File: src/rtl/alu_writeback_pkg.sv
// Condition codes and flag bit positions shared by the ALU and writeback.
// Flag indices are macros so the ALU can use them without the package.
`ifndef FLAGS_Z
`define FLAGS_Z 0
`define FLAGS_N 1
`define FLAGS_C 2
`define FLAGS_V 3
`endif

package opcodes;

   localparam int FLAGS_W = 4;

   typedef enum logic [3:0] {
      EQ = 4'd0,
      NE,
      CS,
      CC,
      MI,
      PL,
      VS,
      VC,
      HI,
      LS,
      GE,
      LT,
      GT,
      LE,
      AL,
      NV = 4'd15
   } cond_t;

endpackage

File: src/rtl/alu_writeback_skid.sv
// Two-entry FIFO with a registered ready, placed ahead of the regfile port.
// Head and tail registers; head is what the consumer sees.
module wb_skid_buffer #(
   parameter int W = 19
) (
   input  logic         clk_i,
   input  logic         rst_i,
   input  logic         in_valid_i,
   output logic         in_ready_o,
   input  logic [W-1:0] in_data_i,
   output logic         out_valid_o,
   input  logic         out_ready_i,
   output logic [W-1:0] out_data_o
);

   logic [1:0]   cnt_q, cnt_d;
   logic [W-1:0] head_q, head_d;
   logic [W-1:0] tail_q, tail_d;
   logic         rdy_q, rdy_d;
   logic         push, pop;

   // Next occupancy and entry contents from this cycle's push/pop
   always_comb begin
      push   = in_valid_i & rdy_q;
      pop    = (cnt_q != 2'd0) & out_ready_i;
      cnt_d  = cnt_q;
      head_d = head_q;
      tail_d = tail_q;
      unique case (cnt_q)
         2'd0: begin
            if (push) begin
               head_d = in_data_i;
               cnt_d  = 2'd1;
            end
         end
         2'd1: begin
            if (push && pop) begin
               head_d = in_data_i;
            end else if (push) begin
               tail_d = in_data_i;
               cnt_d  = 2'd2;
            end else if (pop) begin
               cnt_d  = 2'd0;
            end
         end
         2'd2: begin
            if (pop) begin
               head_d = tail_q;
               cnt_d  = 2'd1;
            end
         end
         default: cnt_d = 2'd0;
      endcase
      rdy_d = (cnt_d != 2'd2);
   end

   // State update; reset drops anything in flight
   always_ff @(posedge clk_i) begin
      if (rst_i) begin
         cnt_q  <= 2'd0;
         head_q <= '0;
         tail_q <= '0;
         rdy_q  <= 1'b1;
      end else begin
         cnt_q  <= cnt_d;
         head_q <= head_d;
         tail_q <= tail_d;
         rdy_q  <= rdy_d;
      end
   end

   assign in_ready_o  = rdy_q;
   assign out_valid_o = (cnt_q != 2'd0);
   assign out_data_o  = head_q;

endmodule

File: src/rtl/alu_writeback.sv
// Writeback stage: result skid buffer, flags register, branch condition.
// Flags load at accept so a dependent ADC sees the carry next cycle.
module alu_writeback
   import opcodes::*;
#(
   parameter int DATA_W = 16,
   parameter int REG_AW = 3
) (
   input  logic              Clock,
   input  logic              Reset,
   input  logic [DATA_W-1:0] AluResult,
   input  logic [3:0]        AluFlags,
   input  logic              InValid,
   output logic              InReady,
   input  logic [REG_AW-1:0] InDest,
   input  logic              InWrEn,
   input  logic              InSetFlags,
   output logic              CarryOut,
   output logic [3:0]        Flags,
   input  cond_t             Cond,
   output logic              CondTrue,
   output logic              WbValid,
   input  logic              WbReady,
   output logic [DATA_W-1:0] WbData,
   output logic [REG_AW-1:0] WbDest,
   output logic              WbWrEn
);

   localparam int PW = DATA_W + REG_AW;

   logic [3:0]    flags_q, flags_d;
   logic          accept;
   logic [PW-1:0] head;
   logic          z, n, c, v;

   assign accept = InValid & InReady;

   wb_skid_buffer #(.W(PW)) u_skid (
      .clk_i      (Clock),
      .rst_i      (Reset),
      .in_valid_i (InValid & InWrEn),
      .in_ready_o (InReady),
      .in_data_i  ({AluResult, InDest}),
      .out_valid_o(WbValid),
      .out_ready_i(WbReady),
      .out_data_o (head)
   );

   assign WbData = head[PW-1:REG_AW];
   assign WbDest = head[REG_AW-1:0];
   assign WbWrEn = WbValid;

   // Flags take the ALU flags only on an accepted flag-setting op
   always_comb begin
      flags_d = flags_q;
      if (accept && InSetFlags) begin
         flags_d = AluFlags;
      end
   end

   // Architectural flags register
   always_ff @(posedge Clock) begin
      if (Reset) begin
         flags_q <= 4'b0000;
      end else begin
         flags_q <= flags_d;
      end
   end

   assign Flags    = flags_q;
   assign CarryOut = flags_q[`FLAGS_C];

   assign z = flags_q[`FLAGS_Z];
   assign n = flags_q[`FLAGS_N];
   assign c = flags_q[`FLAGS_C];
   assign v = flags_q[`FLAGS_V];

   // Branch condition against committed flags
   always_comb begin
      CondTrue = 1'b0;
      case (Cond)
         EQ: CondTrue = z;
         NE: CondTrue = ~z;
         CS: CondTrue = c;
         CC: CondTrue = ~c;
         MI: CondTrue = n;
         PL: CondTrue = ~n;
         VS: CondTrue = v;
         VC: CondTrue = ~v;
         HI: CondTrue = c & ~z;
         LS: CondTrue = ~c | z;
         GE: CondTrue = (n == v);
         LT: CondTrue = (n != v);
         GT: CondTrue = ~z & (n == v);
         LE: CondTrue = z | (n != v);
         AL: CondTrue = 1'b1;
         NV: CondTrue = 1'b0;
         default: CondTrue = 1'b0;
      endcase
   end

endmodule

File: config.mk
export PLATFORM = sky130hd
export DESIGN_NAME = alu_writeback
export DESIGN_NICKNAME = d
export VERILOG_FILES = /design/src/rtl/alu_writeback_pkg.sv /design/src/rtl/alu_writeback_skid.sv /design/src/rtl/alu_writeback.sv
export SDC_FILE = /design/constraint.sdc
export NUM_CORES = 1
export LEC_CHECK = 0
export ABC_AREA = 1
export BUFFER_PORTS_ARGS = -buffer_cell sky130_fd_sc_hd__buf_4
export CORE_MARGIN = 2
export CORE_UTILIZATION = 35
export DETAILED_ROUTE_END_ITERATION = 6
export HOLD_SLACK_MARGIN = 0.06
export SLEW_MARGIN = 20
export SYNTH_ARGS = -nofsm -noshare
export SYNTH_HDL_FRONTEND = slang
export SYNTH_SLANG_ARGS = --single-unit
export TNS_END_PERCENT = 10
File: constraint.sdc
create_clock -name Clock -period 3.9 [get_ports Clock]
set_input_delay 0 -clock Clock [delete_from_list [all_inputs] [get_ports Clock]]
set_output_delay 0 -clock Clock [all_outputs]
set_load 0.005 [all_outputs]
==> metrics.yaml <==
vdd_drop_max_uv: 185
cp.depth: 6
maxCapViolCount: 0
grt-ovfl-total: 0
hold_class: "in2reg"
skew_ns: 0.00310
crit_start: "u_skid.cnt_q[0]$_SDFF_PP0_"
via_per_inst: 4.63
chipWidth_um: 80.2
grt_max_degree: 44
cts_tree: "built"
rsz0062_at_grt: "false"
core_area_um2: 5540
synthFlopType: "dfxtp_1"
critPathLaunchType: "register"
cp.required_ns: 4.08
yosys_register_bits: 45
clock_sinks: 45
yosysUniqueCellTypes: 20
grt_antenna_before_repair: 0
mostFrequentLayoutCell: "buf_4"
timing.hold.ws_ns: 0.166
slew_violations: 0
synth_edf_count: 0
hpwl_mm: 3.08
drive_gt1_share_pct: 20.4
clockBufferDepth: 2
critPathMaxStageDelay_ns: 0.56
place_congestion: 0.731
syn_nets: 318
drt_iter0_markers: 63
seq_area_um2: 901
grt_usage_pct: 14.5
wirelength_mm: 4.61
clk_pin_slew_worst_paths_ns: 0.08
initial_utilization_pct: 36.7
r2r_setup_slack_ns: 1.79
syn_to_final_growth_pct: 39.4
grt_pass1_vias: 1755
async_reset_ff_share_pct: 0
netlist_area_um2: 2030
tightestPinTransition_ns: 1.04
crit_type: "reg2reg"
avgSynthCellArea_um2: 7.13
tns_ns: 0
ant_nets: 0
clock_latency_ns: 0.29
die_area_um2: 6430
slew_headroom_pct: 30.5
grt_pass1_wl_mm: 7.51
leakagePower_nw: 1.25
antennaDiodeCount: 0
fill_cells: 566
p_total_mw: 0.970
yosys_warnings: 0
cts_made_buffers: 5
fin_util_pct: 51.1
crit_fanout: 39
syn_inst: 285
wl_per_cell_um: 10.6
h-tree-depth: 2
timing.fmax_ghz: 0.475
fin_crit_ns: 2.11
crit_path_end_kind: "register"
fin_area_um2: 2830
hold_violations: 0
reg2reg_from: "u_skid.cnt_q[0]$_SDFF_PP0_"
rows: 27
multiInputGateArea_um2: 821
dr.pass1.iters: 4
num_vias: 2016
endpoint: "u_skid.cnt_q[0]$_SDFF_PP0_"
outcome: "completed"
layout.nets: 395
top_level_ports: 61
cpLargestDelayFamily: "buffers and inverters"
timing.final.crit_share_pct: 54.0
p_per_area_nw_per_um2: 343
critPathSlowestCell: "dlygate4sd3_1"
worstReg2RegEnd: "u_skid.cnt_q[0]$_SDFF_PP0_"
die_h_um: 80.2
yosysSeqAreaShare_pct: 44.4
cts_resized: 0
setup-violations-final: 0
post_dp_cell_area_um2: 2470
mostFrequentLayoutCells: "buf_4 (62), inv_1 (50), o21ai_0 (48)"
crit_buf_inv: 2
rr_worst_depth: 6
cts_root_buf: "clkbuf_8"
worstPathArrival_ns: 2.28
path_cells: "or2_4 -> o21ai_1 -> o21ai_2 -> buf_4 -> a21oi_1 -> dlygate4sd3_1"
io_buffers: 60
drc_errors: 0
==> metal layers <==
metal	wire length (um)	up-vias	GRT usage, %
met3	238	4	3.93
met1	2230	885	17.7
met2	2120	49	25.3
li1	-	1078	-
met4	18	0	3.56
met5	0	-	0
==> flip-flops by register name, summed over array words and instances (netlist names) <==
signal	flops
u_skid.out_data_o	19
u_skid.tail_q	19
Flags	4
u_skid.cnt_q	2
u_skid.in_ready_o	1
==> worst register-to-register path, stage by stage, from the launching register on <==
cell,delay (ns)
dfxtp_1,0.39
or2_4,0.39
o21ai_1,0.14
o21ai_2,0.07
buf_4,0.34
a21oi_1,0.10
dlygate4sd3_1,0.56
==> metrics by stage <==
stage                     cells  worst slack, ns
final                       435             1.79
after global routing        435             1.61
after CTS                   435             1.77
after detailed placement    401             2.18
after global placement      401             2.22
after floorplan             285             2.60
==> final cells by class <==
| cell class | instances | share of cell area, % |
|---|---|---|
| Clock buffer | 7 | 3.40 |
| Clock inverter | 1 | 0.177 |
| Inverter | 51 | 6.76 |
| Multi-Input combinational cell | 171 | 29.0 |
| Sequential cell | 45 | 31.8 |
| Tap cell | 72 | 3.18 |
| Timing Repair Buffer | 88 | 25.6 |
==> cell usage after synthesis (2+ instances only) <==
cell type  number  share of area (%)
nand3_1        12                3.0
o21ai_1        16                3.9
inv_1          50                9.2
clkbuf_1        9                1.7
o211ai_1        2               0.74
nor2_1          7                1.3
buf_4           2               0.74
o21ai_0        48                 12
o21ai_2         2               0.86
nand2_1        37                6.8
dfxtp_1        45                 44
a21oi_1        44                 11
buf_6           4                2.2
==> cell families (layout without fill, tap and decap cells) <==
kind of cell,Yosys count,in the layout,share of synthesized area [%]
AOI/OAI and AO/OA,113,113,28.6
buffers and inverters,69,147,15.2
DFF,45,45,44.4
and+or+nand+nor,58,58,11.8
==> how the worst min path moves through the flow <==
stage / from / to / slack, ns / cells after the start
5_1_grt: InValid / Flags[0]$_SDFFE_PP0P_ / 0.19 / 3
6_report: InSetFlags / Flags[2]$_SDFFE_PP0P_ / 0.17 / 3
3_5_place_dp: Reset / u_skid.cnt_q[0]$_SDFF_PP0_ / 0.18 / 2
3_3_place_gp: Reset / u_skid.cnt_q[0]$_SDFF_PP0_ / 0.18 / 2
4_1_cts: InSetFlags / Flags[2]$_SDFFE_PP0P_ / 0.16 / 3
2_1_floorplan: Reset / u_skid.cnt_q[0]$_SDFF_PP0_ / 0.07 / 1
==> timing repair <==
item / in CTS / in global routing
setup buffers: 0 / 0
endpoints found under the hold margin: 26 / 0
hold buffers: 26 / 0
==> power breakdown <==
group / switching (mW) / internal, mW / total (mW)
clock network: 0.148 / 0.160 / 0.308
logic: 0.0749 / 0.0920 / 0.167
registers: 0.0136 / 0.482 / 0.495
total: 0.236 / 0.734 / 0.970
(Power assumes the default switching activity.)
